<file path="src/rtl/sevenseg_capture.sv">
// Receive side of the multiplexed active-low 7-segment bus: synchronizes seg/an,
// waits for each digit to settle, decodes it back to a status code and assembles frames.
module sevenseg_capture #(
    parameter int SETTLE_CYCLES  = 16,
    parameter int TIMEOUT_CYCLES = 33554432
) (
    input  logic        clk,
    input  logic        rst_n,
    input  logic [6:0]  seg,
    input  logic [3:0]  an,
    output logic [15:0] codes,
    output logic [3:0]  status,
    output logic        frame_valid,
    output logic        bad_pattern,
    output logic        bad_an,
    output logic        stale
);

    localparam int CNT_W   = $clog2(SETTLE_CYCLES + 1);
    localparam int STALE_W = $clog2(TIMEOUT_CYCLES + 1);

    typedef enum logic [1:0] {
        IDLE,
        SETTLE,
        HOLD
    } state_t;

    state_t             state;
    state_t             state_n;
    logic [CNT_W-1:0]   cnt;
    logic [CNT_W-1:0]   cnt_n;
    logic [STALE_W-1:0] stale_cnt;
    logic [3:0]         mask;
    logic [3:0]         mask_n;
    logic [15:0]        codes_n;

    logic [6:0] seg_s1;
    logic [6:0] seg_s2;
    logic [6:0] seg_prev;
    logic [3:0] an_s1;
    logic [3:0] an_s2;
    logic [3:0] an_prev;

    logic       an_valid;
    logic       changed;
    logic       capture;
    logic [3:0] code;
    logic       code_bad;
    logic       frame_done;

    // Returns {unknown_flag, code}; unknown patterns decode to F.
    function automatic logic [4:0] decode_seg(input logic [6:0] s);
        logic [4:0] r;
        case (s)
            7'b1000000: r = {1'b0, 4'h0};
            7'b1000111: r = {1'b0, 4'h8};
            7'b1000110: r = {1'b0, 4'h4};
            7'b0101111: r = {1'b0, 4'h2};
            7'b0100011: r = {1'b0, 4'h1};
            default:    r = {1'b1, 4'hF};
        endcase
        return r;
    endfunction

    // Two-flop synchronizers plus a one-cycle history for the stability check.
    // These carry data only, so they are left out of reset.
    always_ff @(posedge clk) begin
        seg_s1   <= seg;
        seg_s2   <= seg_s1;
        seg_prev <= seg_s2;
        an_s1    <= an;
        an_s2    <= an_s1;
        an_prev  <= an_s2;
    end

    always_comb begin
        an_valid = 1'b0;
        case (an_s2)
            4'b1110, 4'b1101, 4'b1011, 4'b0111: an_valid = 1'b1;
            default:                            an_valid = 1'b0;
        endcase
    end

    assign changed = (seg_s2 != seg_prev) || (an_s2 != an_prev);
    assign {code_bad, code} = decode_seg(seg_s2);

    always_comb begin
        state_n = state;
        cnt_n   = cnt;
        capture = 1'b0;
        if (!an_valid) begin
            state_n = IDLE;
            cnt_n   = '0;
        end else begin
            case (state)
                IDLE: begin
                    state_n = SETTLE;
                    cnt_n   = CNT_W'(1);
                end
                SETTLE: begin
                    if (changed) begin
                        cnt_n = CNT_W'(1);
                    end else if (cnt == CNT_W'(SETTLE_CYCLES)) begin
                        capture = 1'b1;
                        state_n = HOLD;
                    end else begin
                        cnt_n = cnt + CNT_W'(1);
                    end
                end
                HOLD: begin
                    if (changed) begin
                        state_n = SETTLE;
                        cnt_n   = CNT_W'(1);
                    end
                end
                default: begin
                    state_n = IDLE;
                    cnt_n   = '0;
                end
            endcase
        end
    end

    // The anode is active low and one-hot when valid, so ~an_s2 selects the nibble.
    always_comb begin
        codes_n = codes;
        mask_n  = mask;
        for (int i = 0; i < 4; i++) begin
            if (!an_s2[i]) begin
                codes_n[i*4 +: 4] = code;
                mask_n[i]         = 1'b1;
            end
        end
    end

    assign frame_done = (mask_n == 4'b1111);

    always_ff @(posedge clk) begin
        if (!rst_n) begin
            state       <= IDLE;
            cnt         <= '0;
            stale_cnt   <= '0;
            mask        <= '0;
            codes       <= '0;
            frame_valid <= 1'b0;
            bad_pattern <= 1'b0;
            bad_an      <= 1'b0;
        end else begin
            state       <= state_n;
            cnt         <= cnt_n;
            frame_valid <= 1'b0;
            bad_pattern <= 1'b0;
            if (!an_valid) begin
                bad_an <= 1'b1;
            end
            if (capture) begin
                codes       <= codes_n;
                bad_pattern <= code_bad;
                frame_valid <= frame_done;
                mask        <= frame_done ? 4'b0000 : mask_n;
                stale_cnt   <= '0;
            end else if (stale_cnt != STALE_W'(TIMEOUT_CYCLES)) begin
                stale_cnt <= stale_cnt + STALE_W'(1);
            end
        end
    end

    assign status = codes[3:0];
    assign stale  = (stale_cnt == STALE_W'(TIMEOUT_CYCLES));

endmodule

</file>
<file path="config.mk">
export PLATFORM = sky130hd
export DESIGN_NAME = sevenseg_capture
export DESIGN_NICKNAME = d
export VERILOG_FILES = /design/src/rtl/sevenseg_capture.sv
export SDC_FILE = /design/constraint.sdc
export NUM_CORES = 1
export LEC_CHECK = 0
export CAP_MARGIN = 20
export CORE_ASPECT_RATIO = 0.6
export CORE_MARGIN = 1
export CORE_UTILIZATION = 60
export CTS_CLUSTER_SIZE = 25
export DETAILED_ROUTE_END_ITERATION = 7
export PLACE_DENSITY = 0.84
export SYNTH_ARGS = -nofsm -noshare
export SYNTH_HDL_FRONTEND = slang
export SYNTH_SLANG_ARGS = --single-unit
</file>
<file path="constraint.sdc">
create_clock -name clk -period 2.9 [get_ports clk]
set_input_delay 0.58 -clock clk [delete_from_list [all_inputs] [get_ports clk]]
set_output_delay 0.58 -clock clk [all_outputs]
set_load 0.1 [all_outputs]
</file>
==> run metrics, run 1 <==
clock buffer depth 2; Cell Area, Synth between 3000 and 4000 sq um; TritonCTS clock tree yes; Max IR drop VDD 0.4223 mV; layout cells sized above 1 16.14%; initial DRC count 110; DIE WIDTH 100.5 um; CP Launch Point stale_cnt[0]$_SDFFE_PP0N_; Required @ worst endpoint 2.32 ns; number of global-route vias before repair 2235; row cnt 21; Final Cell Area 4055 sq um; Worst-path clk slew 0.09 ns; Synth Register Bits 89; Cell Area, Placed 3847 sq um; clock latency on the worst-skew pair 0.36 ns; RSZ-0062 raised after global routing no; Slew @ Worst Pin 0.7273 ns; diode count 0; antenna violations before repair 0; Power Density 559.5 nW/um^2; Setup Fix Bufs, Post-CTS 0; num ports 37; final net count 390; DR pass1 iterations 4; Final min period between 2 and 3 ns; relative slew slack between 50% and 60%; Crit. End Element output pin; CP arrival 1.94 ns; routed vias roughly 2400; Max Slew Vio Count 0; worst hold-check path type reg2reg; Post-CTS Resized 0; hold-fix buffers at CTS 0; CTS Buf Count 9; Top FF cell, synth dfxtp_1; final setup skew 0.005111 ns; Fin. Hold Viols 0; synth top area cells dfxtp_1, xor2_1, mux2i_1; gpl congestion between 0.7 and 0.8; Cell Count, Final, Fillers Out 458; all-layer global routing usage 23.92%; vias per inst 5.218; # H-tree levels 3; number of enable flip-flop cells after synthesis 0; Synth top area share 51.02%; Residual DRC 0; I/O Buffers 36; Routed WL approximately 6.4 mm; grt ovf 0; Post-Synthesis Cells 335; Die Height 61.10 um; Crit Path Max Fanout 4; Synthesis Warnings 0; first-pass GRT wire length 10.82 mm; die area 6139 sq um; core area 5597 sq um; reg-to-reg startpoint seg_s2[3]$_DFF_P_; CTS root buffer clkbuf_8; synth cell count leaders dfxtp_1, nor2_1, xor2_1, nand2_1, nand3_1; count leader, synth dfxtp_1; Placed Instances 442; syn_nets 352; dpl hpwl 4.634 mm; Routed Antenna Nets 0; HP Start seg_s1[6]$_DFF_P_; pin count of the biggest net entering global routing 27; synthesis-to-finish area growth 16.12%; Starting Density between 60% and 70%; Crit Path Category reg2out; maxcap violations 0; # clock sinks 89; fraction of registers with async set or reset after synthesis 0%; final setup violation count 0; Final period util just under 90%; sequential-to-total area share from yosys stat 51.02%; fmax 397.1 MHz; P_leak 1.524 nW; Yosys top cell by area dfxtp_1; Critical Path Start Type flop; WL/cell 14.07 um; setup TNS 0 ns; status complete, no violations; syn avg cell area 10.42 sq um; Unique masters post-synth 49
[per-layer routing]
metal | vias up | routed length (um) | global-route usage (%)
met5 | - | 0 | 0
li1 | 1219 | - | -
met2 | 51 | 2682 | 34.05
met4 | 0 | 68 | 8.696
met3 | 4 | 296 | 7.491
met1 | 1116 | 3398 | 34.44
[layout make-up]
cell class	instances	area [sq um]
Sequential cell	89	1782
Clock buffer	9	123.9
Tap cell	80	100.1
Fill cell	401	1541
Timing Repair Buffer	41	350.3
Multi-Input combinational cell	220	1570
Inverter	12	45.04
Clock inverter	7	83.83
[power breakdown]
part / internal [mW] / switching (mW)
logic: 0.0464 / 0.0594
clock network: 0.418 / 0.464
registers: 1.25 / 0.0297
total: 1.72 / 0.553
[logic make-up (layout without fill, tap and decap cells)]
logic type | after synthesis | after routing | share of synthesized area [%]
buffers and inverters | 26 | 69 | 4.012
and+or+nand+nor | 135 | 135 | 22.32
xor gates and xnor gates | 39 | 39 | 9.997
muxes | 17 | 17 | 4.873
adders and majority gates | 4 | 4 | 1.433
AOI/OAI and AO/OA | 25 | 25 | 6.342
DFF | 89 | 89 | 51.02
[registers in the layout, summed over array words and instances, names as in the netlist]
name         cells
bad_an           1
state            2
seg_s1           7
cnt              5
frame_valid      1
mask             4
stale_cnt       26
seg_prev         7
codes           16
an_s2            4
seg_s2           7
an_prev          4
bad_pattern      1
an_s1            4
[worst paths after layout]
kind,cells past startpoint,slack (ns),endpoint
worst max-delay path,6,0.38,stale
worst min-delay path,0,0.33,seg_s2[6]$_DFF_P_
worst max register to register,5,0.56,codes[2]$_SDFFE_PN0P_
worst min register to register,0,0.33,seg_s2[6]$_DFF_P_
[through the flow]
| stage | util [%] | total power [mW] | hold WS, ns | setup slack [ns] |
|---|---|---|---|---|
| floorplan | - | 1.376 | 0.3096 | 0.06026 |
| global placement | 68.75 | 1.410 | 0.3103 | 0.6853 |
| detailed placement | 68.75 | 1.416 | 0.3121 | 0.6088 |
| CTS | 72.46 | 2.288 | 0.3339 | 0.3605 |
| global route | 72.46 | 2.365 | 0.3458 | 0.2036 |
| finish | 72.46 | 2.269 | 0.3340 | 0.3815 |
[cells in the final DEF (no fill, tap or decap), drive strengths merged, types with 2 or more instances in the layout]
cell,instances
a211oi,2
a21oi,3
a22o,2
and3,5
buf,29
clkbuf,9
clkdlybuf4s50,12
dfxtp,89
ha,4
inv,17
mux2i,17
nand2,26
nand3,20
nand4,7
nand4b,3
nor2,41
nor2b,4
nor3,5
nor4,12
nor4b,2
nor4bb,2
o21a,4
o21ai,3
o31ai,4
or2,3
xnor2,9
xor2,30
[critical path: stages (launching register included)]
cell	delay (ns)
dfxtp_1	0.35
inv_1	0.10
ha_1	0.14
nor4b_1	0.22
nand4_1	0.16
nor2_1	0.38
buf_12	0.23
(Power assumes the default switching activity.)
==> run 2: changes to the inputs <==
CORE_UTILIZATION = 50   (was 60)
PLACE_DENSITY = not set   (was 0.84)
PLACE_DENSITY_LB_ADDON = 0.25   (was not set)
clock period = 2.2 ns   (was 2.9 ns; I/O delays follow)
==> run metrics, run 2 (synthesis gave the netlist of run 1 again) <==
status complete, no violations; CP arrival around 1.7 ns; Starting Density 52.08%; DR pass1 iterations 4; most common cell after layout, fill and taps aside dfxtp_1; Final Cell Area 4278 sq um; Final period util a little over nine tenths; Slew @ Worst Pin 0.6572 ns; Max IR drop VDD around 0.62 mV; initial DRC count 109; final setup violation count 0; row cnt 23; Residual DRC 0; first-pass GRT wire length 11.05 mm; diode count 0; Required @ worst endpoint 1.76 ns; Crit Path Max Fanout 4; Max Slew Vio Count 0; clock latency on the worst-skew pair 0.34 ns; RSZ-0062 raised after global routing yes; Routed WL 6.521 mm; worst hold-check path type reg2reg; Top Registers stale_cnt (26), codes (16); Crit. End Element output pin; final net count 402; all-layer global routing usage 20.50%; # clock sinks just under 90; antenna violations before repair 0; maxcap violations 0; max reg flops 26; final setup skew 0.005999 ns; Routed Antenna Nets 0; Die Height 66.74 um; CTS Buf Count 9; I/O Buffers 36; gpl congestion 0.7832; number of global-route vias before repair about 2200; clock buffer depth 2; dpl hpwl roughly 4.7 mm; Crit Path Category reg2out; num ports 37; final hold slack 0.3256 ns; core area about 6700 sq um; commonest cells after routing, fill and taps aside dfxtp_1, nor2_1, buf_4; relative slew slack 55.82%; vias per inst 5.092; P_leak between 1.5 and 2 nW; routed vias between 2000 and 2500; Power Density 779.2 nW/um^2; fmax 476.0 MHz; Fin. Hold Viols 0; Final min period 2.101 ns; synthesis-to-finish area growth 22.50%; Finished Core Util 63.80%; grt ovf 0; # H-tree levels 3; Largest Register stale_cnt; CTS root buffer clkbuf_16; setup TNS 0 ns; layout cells sized above 1 19.54%; WL/cell 13.70 um; DIE WIDTH 109.9 um; Worst-path clk slew 0.06 ns; pin count of the biggest net entering global routing 27; Cell Area, Placed 3944 sq um; die area roughly 7300 sq um; TritonCTS clock tree yes; Critical Path Start Type flop
-- run 2: path summary, 6_finish.rpt --
check,depth (start not counted),startpoint,endpoint,slack [ns]
worst max-delay path,6,stale_cnt[0]$_SDFFE_PP0N_,stale,0.1
worst min-delay path,0,an_s1[1]$_DFF_P_,an_s2[1]$_DFF_P_,0.33
worst max register to register,7,an_s2[1]$_DFF_P_,codes[4]$_SDFFE_PN0P_,0.17
worst min register to register,0,an_s1[1]$_DFF_P_,an_s2[1]$_DFF_P_,0.33
-- run 2: report_power, final --
group / switching [mW] / total (mW) / internal [mW]
Sequential: 0.0348 / 1.69 / 1.65
Clock: 0.612 / 1.49 / 0.878
Combinational: 0.0846 / 0.156 / 0.0718
-- run 2: area by class of cell --
cell class | instances | area [sq um]
fill | 570 | 2427
tap | 87 | 108.9
timing repair buffer | 53 | 452.9
inverter | 12 | 45.04
clock inverter | 6 | 68.82
sequential | 89 | 1782
multi-input combinational | 220 | 1595
clock buffer | 9 | 225.2
-- run 2: through the flow --
step	total power [mW]	setup slack, ns	cells
2_1_floorplan	1.815	0.2788	335
5_1_grt	3.456	-0.03918	476
6_report	3.333	0.09902	476
3_3_place_gp	1.871	0.1297	458
3_5_place_dp	1.877	0.06850	458
4_1_cts	3.367	0.004241	474
-- run 2: worst max-delay path, cell delays in order (launching register included) --
cell and delay, ns:
dfxtp_1 0.34, inv_1 0.10, ha_1 0.14, nor4b_2 0.20, nand4_1 0.21, nor2_4 0.16
buf_12 0.18
-- run 2: per-layer routing --
metal | vias to the layer above | part of all wire, % | wire length [um] | track usage, %
met5 | - | 0 | 0 | 0
met4 | 0 | 1.8 | 118 | 7.833
met3 | 12 | 5.6 | 366 | 7.828
met2 | 52 | 41 | 2644 | 28.36
met1 | 1113 | 52 | 3391 | 28.44
li1 | 1247 | - | - | -
-- run 2: what timing repair did --
action                                  in CTS  in global routing
hold buffers                                 0                  0
endpoints found under the setup margin       2                  3
resized for setup                            1                  3
buffers inserted                             1                  2
pin swaps                                    2                  3
==> run 3: changes to the inputs <==
REMOVE_ABC_BUFFERS = 1   (was not set)
SLEW_MARGIN = 10   (was not set)
clock period = 1.8 ns   (was 2.2 ns; I/O delays follow)
==> run metrics, run 3 (synthesis gave the netlist of run 1 again) <==
relative slew slack 67.58%; TritonCTS clock tree yes; Finished Core Util 79.40%; Routed WL 9.768 mm; number of global-route vias before repair 2569; area occupied by multi-input gates 1936 sq um; vias per inst 5.621; Worst R2R End codes[5]$_SDFFE_PN0P_; pin count of the biggest net entering global routing 27; final setup margin -0.3173 ns; final net count 439; Crit. End Element output pin; num ports 37; antenna violations before repair 0; Fin. Hold Viols 0; Crit Path Category reg2out; dpl hpwl 5.131 mm; layout cells sized above 1 39.81%; maxcap violations 0; # H-tree levels 3; hold worst-path end seg_s2[4]$_DFF_P_; CTS root buffer clkbuf_16; WL/cell between 15 and 20 um; Largest Register stale_cnt; Worst-path clk slew ~0.06 ns; I/O Buffers 36; Die Height 66.74 um; HP Start seg_s1[4]$_DFF_P_; first-pass GRT wire length 12.16 mm; Cell Count, Final, Fillers Out 514; max reg flops 26; clock buffer depth 2; Required @ worst endpoint 1.44 ns; gpl congestion roughly 0.83; clock latency on the worst-skew pair between 0.3 and 0.4 ns; Crit Path Max Fanout 7; routed vias 2889; Slew @ Worst Pin 0.4852 ns; core area 6705 sq um; Placed Instances 480; row cnt 23; die area 7334 sq um; most common cell after layout, fill and taps aside dfxtp_1; hold path depth 0; CP arrival about 1.8 ns; Power Density 812.2 nW/um^2; Critical Path Start Type flop; all-layer global routing usage a little under a quarter; Routed Antenna Nets 0; Max Slew Vio Count 0; Final min period between 2 and 2.5 ns; r2r setup slk -0.22 ns; Final period util 117.6%; RSZ-0062 raised after global routing yes; fmax around 470 MHz; reg-to-reg startpoint seg_s2[5]$_DFF_P_; FILL cells about 370; final setup violation count 51; worst hold-check path type reg2reg; CTS Buf Count 9; Top Registers stale_cnt (26), codes (16); diode count 0; Starting Density around 52%; Max IR drop VDD 0.8458 mV; grt ovf 0; # clock sinks 89; P_leak 1.957 nW; initial DRC count 186; hold-fix buffers at CTS 0; DR pass1 iterations 6; cells on worst reg2reg path 7; failing checks negative setup slack; synthesis-to-finish area growth 52.45%; commonest cells after routing, fill and taps aside dfxtp_1, buf_4, xor2_1; Residual DRC 0; status complete, but fails checks; register area 1797 sq um; final setup skew 0.005880 ns; DIE WIDTH 109.9 um
==> run 3: cell count changes in the layout (fill, tap and decap cells not counted), sizes merged <==
cell	previous run	this run
clkinv	3	1
clkbuf	9	13
clkinvlp	1	2
buf	41	76
==> run 3: worst max-delay path, cell delays in order, from the launching register on <==
cell and delay (ns):
dfxtp_1 0.39, nor4_1 0.38, nand4_1 0.23, nor2_2 0.23, buf_12 0.20
==> run 3: stage by stage <==
| stage | setup slack [ns] | power [mW] | setup TNS, ns | area, sq um | hold slack [ns] |
|---|---|---|---|---|---|
| after floorplan | -0.9453 | 2.201 | -15.83 | 3397 | 0.3096 |
| after global placement | -0.1200 | 2.317 | -1.102 | 4402 | 0.3113 |
| after detailed placement | -0.1946 | 2.326 | -3.662 | 4402 | 0.3121 |
| after CTS | -0.1574 | 4.250 | -2.149 | 4862 | 0.3268 |
| after global routing | -0.2836 | 4.469 | -10.06 | 5324 | 0.3324 |
| final | -0.3173 | 4.324 | -7.249 | 5324 | 0.3265 |
==> run 3: worst max path at each step <==
stage | from | endpoint | slack, ns | cells past startpoint
6_report | stale_cnt[7]$_SDFFE_PP0N_ | stale | -0.32 | 4
5_1_grt | an_s2[1]$_DFF_P_ | codes[5]$_SDFFE_PN0P_ | -0.28 | 7
4_1_cts | stale_cnt[1]$_SDFFE_PP0N_ | stale | -0.16 | 6
3_5_place_dp | seg_s2[0]$_DFF_P_ | codes[10]$_SDFFE_PN0P_ | -0.19 | 6
3_3_place_gp | seg_s2[0]$_DFF_P_ | codes[6]$_SDFFE_PN0P_ | -0.12 | 6
2_1_floorplan | stale_cnt[0]$_SDFFE_PP0N_ | stale_cnt[1]$_SDFFE_PP0N_ | -0.95 | 7
==> run 3: repair_timing <==
action / CTS / global route
resized for setup: 27 / 81
pin swaps: 6 / 42
endpoints found under the hold margin: 0 / 0
setup buffers: 6 / 10
cloned: 0 / 3
endpoints found under the setup margin: 47 / 53
==> run 3: final cells by class <==
class | count | share of cell area, %
sequential | 89 | 33.75
multi-input combinational | 220 | 36.36
clock buffer | 11 | 4.747
tap | 87 | 2.045
clock inverter | 5 | 1.175
timing repair buffer | 90 | 21.08
inverter | 12 | 0.8461
==> run 3: layer usage <==
metal  up-vias  wire length, um  share of wire, %  global-route usage, %
met5         -                0                 0                      0
met4         0              189               1.9                  9.333
met3        20              714               7.3                  6.164
met2       143             4664                48                  35.23
met1      1400             4199                43                  29.92
li1       1326                -                 -                      -
==> run 3: power by group <==
| group | total, mW | switching (mW) | internal (mW) |
|---|---|---|---|
| clock | 1.92 | 0.761 | 1.16 |
| combinational | 0.341 | 0.173 | 0.168 |
| sequential | 2.06 | 0.0427 | 2.02 |
| total | 4.32 | 0.977 | 3.35 |
